[src/rtl/instr_cache_if.sv]
// Fetch-side and memory-side signals of the instruction cache.
// slave  : the cache's view (answers the CPU, requests from memory).
// master : the environment's view (CPU fetch port + instruction memory).
interface instr_cache_if #(
  parameter int ADDR_WIDTH = 10
);
  // CPU fetch port
  logic                  READ;
  logic [31:0]           ADDRESS;
  logic [31:0]           INSTRUCTION;
  logic                  BUSYWAIT;
  // instruction memory port
  logic                  MEM_READ;
  logic [ADDR_WIDTH-5:0] MEM_ADDRESS;
  logic [127:0]          MEM_READDATA;
  logic                  MEM_BUSYWAIT;

  modport slave (
    input  READ, ADDRESS, MEM_READDATA, MEM_BUSYWAIT,
    output INSTRUCTION, BUSYWAIT, MEM_READ, MEM_ADDRESS
  );

  modport master (
    output READ, ADDRESS, MEM_READDATA, MEM_BUSYWAIT,
    input  INSTRUCTION, BUSYWAIT, MEM_READ, MEM_ADDRESS
  );
endinterface

[src/rtl/instr_cache.sv]
// Direct-mapped read-only instruction cache, 4 words per line.
// Hits answer in the same cycle; misses stall the CPU via BUSYWAIT while
// the whole line is fetched from instruction memory.
module instr_cache #(
  parameter int NUM_BLOCKS = 8,
  parameter int ADDR_WIDTH = 10
) (
  input logic          CLK,
  input logic          RESET,
  instr_cache_if.slave bus
);
  localparam int IW = $clog2(NUM_BLOCKS);
  localparam int TW = ADDR_WIDTH - 4 - IW;

  localparam logic [1:0] ST_IDLE     = 2'd0;
  localparam logic [1:0] ST_MEM_READ = 2'd1;
  localparam logic [1:0] ST_UPDATE   = 2'd2;

  logic [1:0] state, state_nxt;

  // line storage; only the valid bits are reset
  logic [NUM_BLOCKS-1:0]          valid;
  logic [NUM_BLOCKS-1:0][TW-1:0]  tags;
  logic [NUM_BLOCKS-1:0][127:0]   data;

  // address decode
  logic [1:0]            off;
  logic [IW-1:0]         idx;
  logic [TW-1:0]         tag_in;
  logic [ADDR_WIDTH-5:0] blk_addr;
  logic                  unused_addr;

  assign off         = bus.ADDRESS[3:2];
  assign idx         = bus.ADDRESS[4+IW-1:4];
  assign tag_in      = bus.ADDRESS[ADDR_WIDTH-1:4+IW];
  assign blk_addr    = bus.ADDRESS[ADDR_WIDTH-1:4];
  assign unused_addr = ^{bus.ADDRESS[31:ADDR_WIDTH], bus.ADDRESS[1:0]};

  logic        hit;
  logic [31:0] hit_word;
  logic [31:0] instr_q;
  logic        fill;

  assign hit      = bus.READ & valid[idx] & (tags[idx] == tag_in);
  assign hit_word = data[idx][{off, 5'b0} +: 32];
  assign fill     = (state == ST_MEM_READ) & ~bus.MEM_BUSYWAIT;

  // INSTRUCTION follows the array on a hit and otherwise holds the last word
  assign bus.INSTRUCTION = hit ? hit_word : instr_q;

  // state register
  always_ff @(posedge CLK or posedge RESET) begin
    if (RESET) state <= ST_IDLE;
    else       state <= state_nxt;
  end

  // last delivered instruction, shown while no hit is being presented
  always_ff @(posedge CLK or posedge RESET) begin
    if (RESET)    instr_q <= 32'h0;
    else if (hit) instr_q <= hit_word;
  end

  // valid bits: cleared by reset, set when a line fill completes
  always_ff @(posedge CLK or posedge RESET) begin
    if (RESET)     valid      <= '0;
    else if (fill) valid[idx] <= 1'b1;
  end

  // tag/data fill; a miss overwrites the line unconditionally
  always_ff @(posedge CLK) begin
    if (fill) begin
      tags[idx] <= tag_in;
      data[idx] <= bus.MEM_READDATA;
    end
  end

  // next state and handshake outputs; RESET forces outputs low at once,
  // since with valid cleared an IDLE miss would otherwise raise BUSYWAIT
  always_comb begin
    state_nxt       = state;
    bus.BUSYWAIT    = 1'b0;
    bus.MEM_READ    = 1'b0;
    bus.MEM_ADDRESS = '0;
    case (state)
      ST_IDLE: begin
        bus.BUSYWAIT = bus.READ & ~hit;
        if (bus.READ & ~hit) state_nxt = ST_MEM_READ;
      end
      ST_MEM_READ: begin
        bus.BUSYWAIT    = 1'b1;
        bus.MEM_READ    = 1'b1;
        bus.MEM_ADDRESS = blk_addr;
        if (!bus.MEM_BUSYWAIT) state_nxt = ST_UPDATE;
      end
      ST_UPDATE: begin
        bus.BUSYWAIT = 1'b1;
        state_nxt    = ST_IDLE;
      end
      default: state_nxt = ST_IDLE;
    endcase
    if (RESET) begin
      bus.BUSYWAIT    = 1'b0;
      bus.MEM_READ    = 1'b0;
      bus.MEM_ADDRESS = '0;
    end
  end
endmodule

[src/flat_wrapper.sv]
// flat-port wrapper written by rule: the top's interface ports become plain ports
module instr_cache_flat 
#(
  parameter int NUM_BLOCKS = 8,
  parameter int ADDR_WIDTH = 10
)
  (CLK, RESET, bus_READ, bus_ADDRESS, bus_MEM_READDATA, bus_MEM_BUSYWAIT, bus_INSTRUCTION, bus_BUSYWAIT, bus_MEM_READ, bus_MEM_ADDRESS);
  instr_cache_if #(.ADDR_WIDTH(ADDR_WIDTH)) bus_i ();
  input logic CLK;
  input logic RESET;
  input wire logic [$bits(bus_i.READ)-1:0] bus_READ;
  input wire logic [$bits(bus_i.ADDRESS)-1:0] bus_ADDRESS;
  input wire logic [$bits(bus_i.MEM_READDATA)-1:0] bus_MEM_READDATA;
  input wire logic [$bits(bus_i.MEM_BUSYWAIT)-1:0] bus_MEM_BUSYWAIT;
  output wire logic [$bits(bus_i.INSTRUCTION)-1:0] bus_INSTRUCTION;
  output wire logic [$bits(bus_i.BUSYWAIT)-1:0] bus_BUSYWAIT;
  output wire logic [$bits(bus_i.MEM_READ)-1:0] bus_MEM_READ;
  output wire logic [$bits(bus_i.MEM_ADDRESS)-1:0] bus_MEM_ADDRESS;
  assign bus_i.READ = bus_READ;
  assign bus_i.ADDRESS = bus_ADDRESS;
  assign bus_i.MEM_READDATA = bus_MEM_READDATA;
  assign bus_i.MEM_BUSYWAIT = bus_MEM_BUSYWAIT;
  assign bus_INSTRUCTION = bus_i.INSTRUCTION;
  assign bus_BUSYWAIT = bus_i.BUSYWAIT;
  assign bus_MEM_READ = bus_i.MEM_READ;
  assign bus_MEM_ADDRESS = bus_i.MEM_ADDRESS;
  instr_cache #(.NUM_BLOCKS(NUM_BLOCKS), .ADDR_WIDTH(ADDR_WIDTH)) u_core (.CLK(CLK), .RESET(RESET), .bus(bus_i));
endmodule
[config.mk]
export PLATFORM = sky130hd
export DESIGN_NAME = instr_cache_flat
export DESIGN_NICKNAME = d
export VERILOG_FILES = /design/src/rtl/instr_cache_if.sv /design/src/rtl/instr_cache.sv /design/src/flat_wrapper.sv
export SDC_FILE = /design/constraint.sdc
export NUM_CORES = 1
export LEC_CHECK = 0
export CAP_MARGIN = 25
export CELL_PAD_IN_SITES_DETAIL_PLACEMENT = 2
export CELL_PAD_IN_SITES_GLOBAL_PLACEMENT = 2
export CORE_MARGIN = 5
export CORE_UTILIZATION = 40
export DETAILED_ROUTE_END_ITERATION = 10
export PLACE_DENSITY_LB_ADDON = 0.25
export SETUP_SLACK_MARGIN = 0.05
export SLEW_MARGIN = 15
export SYNTH_ARGS = -nofsm -noshare
export SYNTH_HDL_FRONTEND = slang
export SYNTH_SLANG_ARGS = --single-unit
[constraint.sdc]
create_clock -name CLK -period 20.7 [get_ports CLK]
set_input_delay 2.07 -clock CLK [delete_from_list [all_inputs] [get_ports CLK]]
set_output_delay 2.07 -clock CLK [all_outputs]
set_load 0.01 [all_outputs]
== Yosys cells after proc, flatten, opt, wreduce, memory -nomap -nowiden ==
Index checks and enable logic that the tools add are counted.

* Flip-flop bits (word level): 1,090
* Input port bits: 164
* Output and inout bits: 40
* Word-level logic and storage cells: 62

* Order comparisons: 2
* Eq/ne operators: 5
* Shift-type cells: 1
* Mux-type cells: 24
* Bitwise operators: 7
* Reduce and logical (&&, ||, !) cells: 4

{| class="wikitable"
|+ Operators with widths
! cell !! count
|-
| $bwmux W1024 || 1
|-
| $bmux W128 S3 || 1
|-
| $demux W128 S3 || 1
|-
| $mux W128 || 2
|-
| $shiftx A128 B8 Y32 || 1
|-
| $mux W32 || 1
|-
| $bwmux W24 || 1
|-
| $mux W6 || 2
|-
| $bmux W3 S3 || 1
|-
| $demux W3 S3 || 1
|-
| $or A8 B8 Y8 || 1
|-
| $mux W3 || 2
|-
| $mux W1 || 5
|-
| $and A1 B1 Y1 || 4
|-
| $lt A3 B4 Y1 const B || 1
|-
| $mux W2 || 2
|-
| $pmux W2 S2 || 1
|-
| $bmux W1 S3 || 1
|-
| $demux W1 S3 || 1
|-
| $eq A3 B3 Y1 || 1
|-
| $ge A3 B1 Y1 const B || 1
|-
| $eq A2 B1 Y1 const B || 1
|-
| $eq A2 B2 Y1 const B || 1
|-
| $logic_not A2 Y1 || 1
|-
| 7 further kinds || 8
|}

== Depth between registers and ports, before layout ==
* Depth in word-level cells: 8
* Gate-level depth with buffers: 9
* Depth with buffers taken out: 6

== Worst setup path before layout ==
OpenSTA, ideal clock, no wires.

* Path kind: input -> register
* Start: input port bus_ADDRESS[5]
* End: register u_core.valid[0]
* Library setup time: 0.122 ns
* Data arrival time: 12.752 ns
* Data required time: 20.578 ns
* Slack: 7.826 ns
* Stages: 6
* Buffers on the path: 3
* Cell sequence: buf_2 > buf_6 > buf_2 > or3b_2 > nor3_1 > or2_2

* Cells in the longest elaborated chain, start to end: 5

{| class="wikitable"
|+ RTL lines
! item !! line !! source
|-
| from (decl) || flat_wrapper.sv:12 || <nowiki>input wire logic [$bits(bus_i.ADDRESS)-1:0] bus_ADDRESS;</nowiki>
|-
| $lt A3 B4 Y1 (not written as such) or $ge A3 B1 Y1 (tied branches) || instr_cache.sv:66 || <nowiki>else if (fill) valid[idx] <= 1'b1;</nowiki>
|-
| $logic_and A1 B1 Y1 (not written as such) || instr_cache.sv:66 ||
|-
| $mux W1 (not written as such) || instr_cache.sv:66 ||
|-
| $demux W1 S3 (*) || n/a ||
|-
| $or A8 B8 Y8 (no source line) (*) || n/a ||
|-
| to (signal assigned) || instr_cache.sv:65 || <nowiki>if (RESET) valid <= '0;</nowiki>
|-
| to (signal, indexed assignment) || instr_cache.sv:66 ||
|-
| to (decl) || instr_cache.sv:22 || <nowiki>logic [NUM_BLOCKS-1:0] valid;</nowiki>
|}

Every way passes the cells marked *; elsewhere a longest branch is shown, timed or not.
A chain may end at the register's enable or synchronous reset.

== Worst setup path after layout ==
* Start: input port bus_ADDRESS[5]
* End: output port bus_INSTRUCTION[16]

* Cells in the longest elaborated chain, start to end: 5

{| class="wikitable"
|+ RTL lines
! item !! line !! source
|-
| branches (longest 4 deep; another with $bmux W128 S3) || n/a ||
|-
| $mux W32 (*) || n/a ||
|-
| to (decl) || flat_wrapper.sv:15 || <nowiki>output wire logic [$bits(bus_i.INSTRUCTION)-1:0] bus_INSTRUCTION;</nowiki>
|}

Mark *: on every way between the ends. The select of a mux whose other input is x is not followed.

==> flow_metrics.py <==
metrics = {
    "drt": {
        "wl_per_cell_um": 30.3,
        "vias": 18200,
        "ant_nets": 0,
        "drc": 0,
        "drtPass1Iterations": 5,
        "wl_um": 102000,
        "drt_iter0_drc": 1602,
        "avgViaCountPerCell": 5.41,
    },
    "synth": {
        "syn_nets": 1794,
        "ys_ff_latch": 1090,
        "ys_seq_area_share_pct": 78.5,
        "synth.avg_cell_area_sq_um": 25.5,
        "synth_cell_types": 29,
        "synthCells": 1626,
        "yosysWarnings": 0,
        "syn_area_sq_um": 41400,
    },
    "cells_and_area": {
        "drive_gt1_share_pct": 32.0,
        "layout.nets": 2040,
        "final_cells": 3360,
        "area_growth_pct": 18.0,
        "post-route-cell-area_sq_um": 48900,
        "final_util_pct": 47.4,
    },
    "clocking": {
        "cts_sinks": 1090,
        "htree_levels": 3,
        "clockBufferDepth": 3,
        "ctsHoldBuffers": 0,
        "cts.clk_slew.worst_paths_ps": 60,
        "cts_setup_buffers": 0,
        "post_cts_resized": 0,
        "numCtsBuffers": 115,
        "cts_root_buf": "clkbuf_16",
        "clk-insertion-delay-late_ps": 690,
        "cts_tree": "done",
    },
    "sta": {
        "slew_violations": 0,
        "max_slew_margin_pct": 27.4,
        "rsz0062_at_grt": "no",
        "post-route-period-util_pct": 42.0,
        "fmax_mhz": 115,
        "worst_slew_pin_slew_ps": 1090,
        "fin_skew_ps": 26.0,
        "finalSetupTns_ps": 0,
        "setup_viol": 0,
        "min_period_ps": 8690,
        "finalHoldViolCount": 0,
    },
    "power": {
        "p_int_mw": 4.02,
        "ir_worst_vdd_mv": 0.0704,
        "leakagePower_nw": 15.4,
        "pwr-share-seq_pct": 49.5,
        "swShare_pct": 21.8,
        "clkPwrFrac_pct": 41.9,
        "power.density_nw_per_um2": 105,
        "finalPower_mw": 5.13,
        "p_sw_mw": 1.12,
        "power_frac_comb_pct": 8.6,
    },
    "global_routing": {
        "grt_max_degree": 122,
        "grtUsageTotal_pct": 18.7,
        "grt.overflow.total": 0,
        "grt_pass1_wl_um": 152000,
        "antenna_found_initial": 18,
        "grt_pass1_vias": 21000,
    },
    "place": {
        "placed_area_sq_um": 44900,
        "dp_hpwl_um": 56700,
        "dp_cells": 3134,
        "place.gp.congestion": 0.701,
        "io_buffers": 179,
    },
    "floorplanning": {
        "die_w_um": 332,
        "die_area_sq_um": 110000,
        "io_pins": 204,
        "core_region_area_sq_um": 103000,
        "fp.dieH_um": 332,
        "start_util_pct": 40.1,
        "num_rows": 118,
    },
    "worst_setup_path": {
        "cpMaxStageDelayCell": "buf_4",
        "startpoint_type": "primary input",
        "cp_data_arrival_time_ps": 6620,
        "crit_path_end_kind": "primary output",
        "required_ps": 18630,
        "crit_type": "in -> out",
        "cp_max_fo": 102,
        "path_cells": "buf_8 > buf_12 > buf_4 > mux4_2 > mux4_2 > mux2_2 > mux2_2 > clkdlybuf4s50_1",
        "critPathMaxStageDelay_ps": 790,
    },
    "flow_run": {
        "maxCapViolations": 0,
    },
    "outcome": {
        "status": "completed",
    },
    "worst_hold_path": {
        "hold_class": "reg -> reg",
    },
}
[placed cells by master (no fill, tap or decap), types with 16 or more instances in the layout]
master and n:
buf_4 32, bufinv_16 19, clkbuf_1 16, clkbuf_16 117
clkdlybuf4s50_1 174, clkinv_1 17, clkinv_2 24, dfrtp_1 42
edfxtp_1 1048, mux2_2 65, mux4_2 325
[final timing paths]
check                                      from                  end  slack [ps]  cells past startpoint
min in group asynchronous                 RESET      u_core.state[1]        1620                      2
max in group asynchronous                 RESET   u_core.instr_q[10]       18200                      3
worst min-delay path            u_core.valid[3]      u_core.valid[3]         470                      1
worst max-delay path             bus_ADDRESS[5]  bus_INSTRUCTION[16]       12010                      8
worst min register to register  u_core.valid[3]      u_core.valid[3]         470                      1
worst max register to register  u_core.state[1]     u_core.data[108]       16370                      7
[cells by family after synthesis]
kind of cell / after synthesis / share of synthesized area, %
AND/OR/NAND/NOR: 34 / 0.459
AO/OA/AOI/OAI: 5 / 0.0785
adder cells (fa/ha/maj): 4 / 0.121
buffers and inverters: 87 / 1.04
multiplexers: 403 / 19.7
flip-flops: 1090 / 78.5
XOR/XNOR: 3 / 0.0634
[state kept, by name, indices dropped and copies added (netlist names)]
signal	cells
u_core.tags	24
u_core.data	1024
u_core.valid	8
u_core.instr_q	32
u_core.state	2
[power by group through the flow]
stage,Combinational (mW),Sequential [mW],Clock [mW]
2_1_floorplan,0.227,2.59,0
3_3_place_gp,0.438,2.58,0
3_5_place_dp,0.451,2.59,0
4_1_cts,0.455,2.54,2.21
5_1_grt,0.473,2.54,2.32
6_report,0.443,2.54,2.15
[synth_stat cells]
cell	n	area, sq um
edfxtp_1	1048	31500
mux4_2	325	7320
mux2_2	65	732
dfrtp_1	42	1050
buf_2	31	155
clkbuf_1	20	75.1
buf_1	19	71.3
mux2i_1	13	130
buf_4	11	82.6
or2_2	8	50.1
and2_1	6	37.5
nor2_1	6	22.5
ha_1	4	50.1
buf_6	3	33.8
inv_1	3	11.3
nand2_1	3	11.3
nor3_1	3	15.0
xnor2_1	3	26.3
a21oi_1	2	10.0
nand2b_1	2	12.5
a21boi_0	1	7.51
a31oi_1	1	6.26
nand3_1	1	5.00
nand3b_1	1	7.51
nor2b_1	1	6.26
nor4_1	1	6.26
o41ai_1	1	8.76
or3b_2	1	8.76
or4_1	1	7.51
[critical path: cells and delay by family]
family	cells	cell delay [ps]
buffers and inverters	4	2450
muxes	4	1710
[metrics by stage]
stage	setup WS [ps]	hold slack [ps]
detailed placement	11820	455
CTS	11790	468
global placement	11850	446
finish	12010	469
floorplan	7830	434
global route	11730	475
[per-layer routing]
metal	track usage, %	up-vias	wire length, um
li1	-	7579	-
met1	24.9	9999	42400
met2	32.5	436	52900
met3	3.55	146	4710
met4	3.56	8	1770
met5	1.17	-	55
[area by class of cell]
type                            instances  area, sq um
Fill cell                            8847        54300
Sequential cell                      1090        32500
Multi-Input combinational cell        449         8540
Clock buffer                          139         3070
Timing Repair Buffer                  213         2090
Tap cell                             1380         1730
Clock inverter                         77          906
Antenna cell                            9         22.5
Inverter                                3         11.3
(Power assumes the default switching activity.)
